### config.mk
export PLATFORM = sky130hd
export DESIGN_NAME = branch_resolve_ctrl
export DESIGN_NICKNAME = d
export VERILOG_FILES = /design/src/rtl/branch_resolve_ctrl_pkg.sv /design/src/rtl/branch_resolve_ctrl_br_cond_eval.sv /design/src/rtl/branch_resolve_ctrl.sv
export SDC_FILE = /design/constraint.sdc
export NUM_CORES = 1
export LEC_CHECK = 0
export BUFFER_PORTS_ARGS = -buffer_cell sky130_fd_sc_hd__buf_2
export CAP_MARGIN = 25
export CORE_MARGIN = 5
export CORE_UTILIZATION = 61
export CTS_CLUSTER_SIZE = 16
export DETAILED_ROUTE_END_ITERATION = 12
export HOLD_SLACK_MARGIN = 0.03
export PLACE_DENSITY = 0.89
export SLEW_MARGIN = 30
export SYNTH_ARGS = -nofsm -noshare
export SYNTH_HDL_FRONTEND = slang
export SYNTH_SLANG_ARGS = --single-unit
### constraint.sdc
create_clock -name clk -period 8.55 [get_ports clk]
set_clock_uncertainty 0.05 [all_clocks]
set_input_delay 1.2825 -clock clk [delete_from_list [all_inputs] [get_ports clk]]
set_output_delay 1.2825 -clock clk [all_outputs]
set_load 0.02 [all_outputs]
### src/rtl/branch_resolve_ctrl_pkg.sv
// Shared definitions for the branch resolution controller: func3 codes, FSM encoding, PC step.
package branch_resolve_ctrl_pkg;

    localparam logic [2:0] BR_BEQ  = 3'b000;
    localparam logic [2:0] BR_BNE  = 3'b001;
    localparam logic [2:0] BR_BLT  = 3'b100;
    localparam logic [2:0] BR_BGE  = 3'b101;
    localparam logic [2:0] BR_BLTU = 3'b110;
    localparam logic [2:0] BR_BGEU = 3'b111;

    localparam int unsigned PC_INC = 4;

    typedef enum logic [1:0] {
        ST_IDLE  = 2'd0,
        ST_EVAL  = 2'd1,
        ST_FLUSH = 2'd2
    } br_state_e;

endpackage

### src/rtl/branch_resolve_ctrl_br_cond_eval.sv
// Combinational RV32I branch condition evaluator: (func3, A, B) -> {taken, illegal}.
import branch_resolve_ctrl_pkg::*;

module br_cond_eval #(
    parameter int unsigned XLEN = 32
) (
    input  logic [2:0]      func3,
    input  logic [XLEN-1:0] a,
    input  logic [XLEN-1:0] b,
    output logic            taken_c,
    output logic            illegal_c
);

    always_comb begin
        taken_c   = 1'b0;
        illegal_c = 1'b0;
        unique case (func3)
            BR_BEQ:  taken_c = (a == b);
            BR_BNE:  taken_c = (a != b);
            BR_BLT:  taken_c = ($signed(a) <  $signed(b));
            BR_BGE:  taken_c = ($signed(a) >= $signed(b));
            BR_BLTU: taken_c = (a <  b);
            BR_BGEU: taken_c = (a >= b);
            default: illegal_c = 1'b1;
        endcase
    end

endmodule

### src/rtl/branch_resolve_ctrl.sv
// Branch resolution controller: registers one branch, resolves it, redirects and flushes on mispredict.
// Optional performance counters enabled by defining BR_PERF_CNT_EN.
import branch_resolve_ctrl_pkg::*;

module branch_resolve_ctrl #(
    parameter int unsigned XLEN         = 32,
    parameter int unsigned FLUSH_CYCLES = 2
) (
    input  logic            clk,
    input  logic            rst,
    input  logic            br_valid_i,
    output logic            br_ready_o,
    input  logic [2:0]      br_func3_i,
    input  logic [XLEN-1:0] br_rs1_i,
    input  logic [XLEN-1:0] br_rs2_i,
    input  logic [XLEN-1:0] br_pc_i,
    input  logic [XLEN-1:0] br_imm_i,
    input  logic            br_pred_taken_i,
    input  logic            kill_i,
    output logic            res_valid_o,
    output logic            res_taken_o,
    output logic            illegal_o,
    output logic            misalign_o,
    output logic            redirect_o,
    output logic [XLEN-1:0] redirect_pc_o,
`ifdef BR_PERF_CNT_EN
    output logic [31:0]     perf_branches_o,
    output logic [31:0]     perf_mispred_o,
`endif
    output logic            flush_o
);

    localparam int unsigned CNT_W = (FLUSH_CYCLES > 1) ? $clog2(FLUSH_CYCLES) : 1;
    localparam logic [CNT_W-1:0] FLUSH_INIT = CNT_W'(FLUSH_CYCLES - 1);

    br_state_e        state_q, state_d;
    logic [CNT_W-1:0] cnt_q, cnt_d;

    logic [2:0]       func3_q;
    logic [XLEN-1:0]  rs1_q, rs2_q, pc_q, imm_q;
    logic             pred_q;

    logic             taken_c, illegal_c;
    logic [XLEN-1:0]  target_c, fallthrough_c;
    logic             misalign_c, mispredict_c, accept_c, result_fire_c;

    logic             res_valid_d, res_taken_d, illegal_d, misalign_d, redirect_d;
    logic             flush_d, ready_d;
    logic [XLEN-1:0]  redirect_pc_d;

    br_cond_eval #(.XLEN(XLEN)) u_cond (
        .func3     (func3_q),
        .a         (rs1_q),
        .b         (rs2_q),
        .taken_c   (taken_c),
        .illegal_c (illegal_c)
    );

    assign target_c      = pc_q + imm_q;
    assign fallthrough_c = pc_q + XLEN'(PC_INC);
    assign misalign_c    = taken_c & (target_c[1:0] != 2'b00);
    assign mispredict_c  = ~misalign_c & (taken_c != pred_q);
    assign accept_c      = (state_q == ST_IDLE) & br_ready_o & br_valid_i & ~kill_i;
    assign result_fire_c = (state_q == ST_EVAL) & ~kill_i;

    // State, operand and output registers
    always_ff @(posedge clk or posedge rst) begin
        if (rst) begin
            state_q       <= ST_IDLE;
            cnt_q         <= '0;
            func3_q       <= '0;
            rs1_q         <= '0;
            rs2_q         <= '0;
            pc_q          <= '0;
            imm_q         <= '0;
            pred_q        <= 1'b0;
            br_ready_o    <= 1'b0;
            res_valid_o   <= 1'b0;
            res_taken_o   <= 1'b0;
            illegal_o     <= 1'b0;
            misalign_o    <= 1'b0;
            redirect_o    <= 1'b0;
            redirect_pc_o <= '0;
            flush_o       <= 1'b0;
        end else begin
            state_q       <= state_d;
            cnt_q         <= cnt_d;
            if (accept_c) begin
                func3_q <= br_func3_i;
                rs1_q   <= br_rs1_i;
                rs2_q   <= br_rs2_i;
                pc_q    <= br_pc_i;
                imm_q   <= br_imm_i;
                pred_q  <= br_pred_taken_i;
            end
            br_ready_o    <= ready_d;
            res_valid_o   <= res_valid_d;
            res_taken_o   <= res_taken_d;
            illegal_o     <= illegal_d;
            misalign_o    <= misalign_d;
            redirect_o    <= redirect_d;
            redirect_pc_o <= redirect_pc_d;
            flush_o       <= flush_d;
        end
    end

    // Next-state logic; a kill during EVAL discards the branch
    always_comb begin
        state_d = state_q;
        cnt_d   = cnt_q;
        unique case (state_q)
            ST_IDLE: if (accept_c) state_d = ST_EVAL;
            ST_EVAL: begin
                if (kill_i) begin
                    state_d = ST_IDLE;
                end else if (mispredict_c) begin
                    state_d = ST_FLUSH;
                    cnt_d   = FLUSH_INIT;
                end else begin
                    state_d = ST_IDLE;
                end
            end
            ST_FLUSH: begin
                if (cnt_q == '0) state_d = ST_IDLE;
                else             cnt_d   = cnt_q - CNT_W'(1);
            end
            default: state_d = ST_IDLE;
        endcase
    end

    // Next values for the registered outputs; status fields hold until the next result
    always_comb begin
        res_valid_d   = result_fire_c;
        res_taken_d   = res_taken_o;
        illegal_d     = illegal_o;
        misalign_d    = misalign_o;
        redirect_d    = result_fire_c & mispredict_c;
        redirect_pc_d = redirect_pc_o;
        flush_d       = (state_d == ST_FLUSH);
        ready_d       = (state_d == ST_IDLE);
        if (result_fire_c) begin
            res_taken_d   = taken_c;
            illegal_d     = illegal_c;
            misalign_d    = misalign_c;
            redirect_pc_d = taken_c ? target_c : fallthrough_c;
        end
    end

`ifdef BR_PERF_CNT_EN
    always_ff @(posedge clk or posedge rst) begin
        if (rst) begin
            perf_branches_o <= '0;
            perf_mispred_o  <= '0;
        end else begin
            if (res_valid_d) perf_branches_o <= perf_branches_o + 32'd1;
            if (redirect_d)  perf_mispred_o  <= perf_mispred_o + 32'd1;
        end
    end
`endif

endmodule

==> metrics list <==
- Number of core rows: 45
- Sort of element at the end of the critical path: flop
* First-pass GRT wire length: 36.2 mm
* Final layout net count: 1,275
* Peak supply drop: 0.000222 V
- The internal power of the cells totals 0.00292 W.
* Top fanout value on the critical path: 81
- Cell leakage power: 5.29 nW
- Across the run, the number of max-cap violations was 0.
* Synth cell types: 58
- Die outline width: 135 um
- H-Tree Level Count: 4
- Total of warnings raised by yosys: 0
- After detailed routing, the number of remaining DRC violations is 0.
* Power share of the combinational group: 53.6%
- Slew margin rel.: 39.1%
- For the finished layout, the period the worst path requires is 3880 ps.
- Summed over all layers, the routed wires come to 22.6 mm.
- The critical path is of the input pin to flop type.
- Highest clock rate: 258 MHz
- The tree is rooted in a sky130_fd_sc_hd__clkbuf_16.
- Entering global routing, the biggest net connects 94 pins.
- CTS tree: built
- Synthesized flop and latch total: 174
- Routed wire length per instance: 17.3 um
- Setup repair after global routing missed its margin: no
* Number of pins exceeding their max-slew limit in the final report: 0
- Number of inserted filler cells in the final layout: 1,079
* Initial standard-cell utilization of the core: 62.3%
* Count of buffers inserted at the top-level ports: 174
- Among all flip-flop cells after synthesis, the most frequent one is sky130_fd_sc_hd__dfrtp_1.
* Path type of the worst min-delay path: flop to flop
* Global routing usage summed across all routing layers: 25.0%
- Vias in the first global route: 7,489
- CTS Buffer Depth: 2
* Die height: 135 um
* Data required time at the worst endpoint: 8810 ps
* Cts bufs inserted: 17
- Startpoint type of the worst setup path: input pin
- Via density per instance: 5.79
- Fraction of power consumed by the clock network: 16.1%
- Sink count of the clock tree: 174
- Once detail routing completed, the nets flagged for antenna violations numbered 0.
- Mapped Avg Cell Area: 10.5 sq um
- In this run, flip-flops and latches consume 30.3% of the power.
- Synthesis produced 910 cells.
- Die ar.: 18,200 sq um
- Final-report setup violation count: 0
- Slew at the pin closest to its max-slew limit: 913 ps
* Sequential element share of the synthesized area: 45.8%
- Post-CTS repair changed the size of 0 cells.
- When the netlist entered floorplanning its net count stood at 1,111.
* Post-Place Cell Area: 10,600 sq um
- From synthesis to final layout, the design area changed by 17.8%.
- Total global routing overflow: 0
- Number of antenna violations at the first check in global routing: 4
- Hold timing on the final database bottoms out at a slack of 426 ps.
* Final design area excluding fillers: 11,200 sq um
- Clock transition time at the flip-flop clock pins of the worst setup and hold paths: 70 ps
* Setup repair bufs after CTS: 0
- Arr. time, crit path: 4140 ps
- Detailed placer's ending HPWL: 16.4 mm
* Placer congestion estimate: 0.902
* Hold buffer count at cts: 0
* Setup TNS: 0 ps
* Total number of vias: 7,535
- Ys async rst share: 100%
- Final worst-path cycle share: 45.4%
- Placeable core area: 15,300 sq um
- The later pin in the worst-skew pair is clocked with a latency of 430 ps.
* Drt pass-1 iters: 5
- For this block, the initial DRC count from the detailed router was 624.
- After synthesis the cells add up to 9510 sq um.
* Number of enable flip-flop cells after synthesis: 0
- The number of failing hold endpoints at the final stage came to 0.
- Power density relative to cell area: 452 nW/um^2
* Switching component of the power: 0.00214 W
- Pin placement for this block handled 175 I/O pins.
- Net switching is 42.3% of the power.
- The flow ran to the end, and the final reports show no timing, DRC or antenna violations.
- Of the cells placed in the final design, the portion with a size suffix greater than 1 is 29.1%.
## flip-flops by register name, summed over array words and instances, names as in the netlist
signal / cells
pc_q: 32
redirect_pc_o: 32
br_ready_o: 1
func3_q: 3
pred_q: 1
flush_o: 1
state_q: 2
cnt_q: 1
res_valid_o: 1
imm_q: 32
illegal_o: 1
redirect_o: 1
res_taken_o: 1
misalign_o: 1
rs1_q: 32
rs2_q: 32
## worst max-delay path: stages
cell,delay [ps]
sky130_fd_sc_hd__buf_2,100
sky130_fd_sc_hd__nor2_1,150
sky130_fd_sc_hd__nand3_1,150
sky130_fd_sc_hd__nor2_4,540
sky130_fd_sc_hd__buf_4,770
sky130_fd_sc_hd__buf_4,660
sky130_fd_sc_hd__mux2_2,420
## path summary, 6_finish.rpt
| check | start | to | slack, ps | cells after the start |
|---|---|---|---|---|
| min | redirect_pc_o[31]$_DFFE_PP0P_ | redirect_pc_o[31]$_DFFE_PP0P_ | 430 | 2 |
| min in group asynchronous | rst | imm_q[30]$_DFFE_PP0P_ | 970 | 2 |
| max reg2reg | rs1_q[1]$_DFFE_PP0P_ | redirect_pc_o[31]$_DFFE_PP0P_ | 5010 | 10 |
| max in group asynchronous | rst | rs2_q[29]$_DFFE_PP0P_ | 6230 | 3 |
| min reg2reg | redirect_pc_o[31]$_DFFE_PP0P_ | redirect_pc_o[31]$_DFFE_PP0P_ | 430 | 2 |
| max | kill_i | rs1_q[31]$_DFFE_PP0P_ | 4670 | 7 |
## metal layers
metal	GRT usage, %	up-vias	share of wire [%]
li1	-	3579	-
met1	31.3	3684	41
met2	41.2	221	49
met3	5.74	51	5.6
met4	11.8	0	4.1
met5	0	-	0
## layout by cell type (no fill, tap or decap), types with 5 or more instances in the layout
cell,count
sky130_fd_sc_hd__o21bai_1,5
sky130_fd_sc_hd__dfrtp_1,174
sky130_fd_sc_hd__xnor2_1,33
sky130_fd_sc_hd__mux2i_1,22
sky130_fd_sc_hd__o311ai_1,6
sky130_fd_sc_hd__nand4_1,18
sky130_fd_sc_hd__mux2_2,97
sky130_fd_sc_hd__clkbuf_16,17
sky130_fd_sc_hd__buf_2,174
sky130_fd_sc_hd__and3_1,12
sky130_fd_sc_hd__nand2_1,100
sky130_fd_sc_hd__xor2_1,23
sky130_fd_sc_hd__nand3_1,35
sky130_fd_sc_hd__o21ai_1,15
sky130_fd_sc_hd__and4_1,6
sky130_fd_sc_hd__a21o_1,16
sky130_fd_sc_hd__nor3_1,9
sky130_fd_sc_hd__nor2_1,27
sky130_fd_sc_hd__o21ai_0,59
sky130_fd_sc_hd__inv_1,46
sky130_fd_sc_hd__ha_1,64
sky130_fd_sc_hd__a21oi_1,45
## cells by family after synthesis
logic type / count (synthesis) / share of synthesized area [%]
buffers and inverters: 81 / 3.35
AND/OR/NAND/NOR: 235 / 11.8
XOR/XNOR: 56 / 5.16
adder cells (fa/ha/maj): 65 / 8.63
multiplexers: 120 / 13.9
flip-flops: 174 / 45.8
AO/OA/AOI/OAI: 179 / 11.4
## layout make-up
cell class                 count  area, sq um  share of cell area, %
timing repair buffer         178          905                   8.07
antenna                        4         10.0                 0.0893
clock buffer                  21          470                   4.20
inverter                      48          185                   1.65
tap                          211          264                   2.36
multi-input combinational    655         4860                   43.4
clock inverter                11          156                   1.40
sequential                   174         4350                   38.9
## metrics by stage
stage               instances  util (%)  power (W)  setup WS, ps
floorplan                 910         -    0.00356          2500
global placement         1266      69.2    0.00406          4300
detailed placement       1266      69.2    0.00420          4250
CTS                      1298      73.4    0.00506          4690
global route             1302      73.4    0.00545          4500
finish                   1302      73.4    0.00507          4670
## cells in the mapped netlist, types with 4 or more instances
cell type,instances,area (sq um)
sky130_fd_sc_hd__nor2b_1,4,25.0
sky130_fd_sc_hd__dfrtp_1,174,4350
sky130_fd_sc_hd__o21ai_1,15,75.1
sky130_fd_sc_hd__xor2_1,23,201
sky130_fd_sc_hd__o21ai_0,59,295
sky130_fd_sc_hd__nor2_1,28,105
sky130_fd_sc_hd__a21o_1,16,120
sky130_fd_sc_hd__and4_1,6,52.6
sky130_fd_sc_hd__ha_1,64,801
sky130_fd_sc_hd__mux2i_1,22,220
sky130_fd_sc_hd__nand2_1,101,379
sky130_fd_sc_hd__xnor2_1,33,289
sky130_fd_sc_hd__nand2b_1,4,25.0
sky130_fd_sc_hd__o211ai_1,4,30.0
sky130_fd_sc_hd__nor3_1,9,45.0
sky130_fd_sc_hd__mux2_2,97,1090
sky130_fd_sc_hd__a21oi_1,45,225
sky130_fd_sc_hd__o311ai_1,6,52.6
sky130_fd_sc_hd__clkbuf_1,28,105
sky130_fd_sc_hd__nand4_1,18,113
sky130_fd_sc_hd__o21bai_1,5,37.5
sky130_fd_sc_hd__inv_1,47,176
sky130_fd_sc_hd__and3_1,12,75.1
sky130_fd_sc_hd__nand3_1,35,175
sky130_fd_sc_hd__a31oi_1,4,25.0
## power groups by stage
stage	registers (W)	clock network (W)	logic, W
after floorplan	0.00154	0	0.00203
after detailed placement	0.00153	0	0.00267
final	0.00153	0.000817	0.00271
after CTS	0.00153	0.000825	0.00270
after global routing	0.00158	0.000861	0.00301
after global placement	0.00152	0	0.00254
No activity file was read; power rests on OpenSTA's default activity.
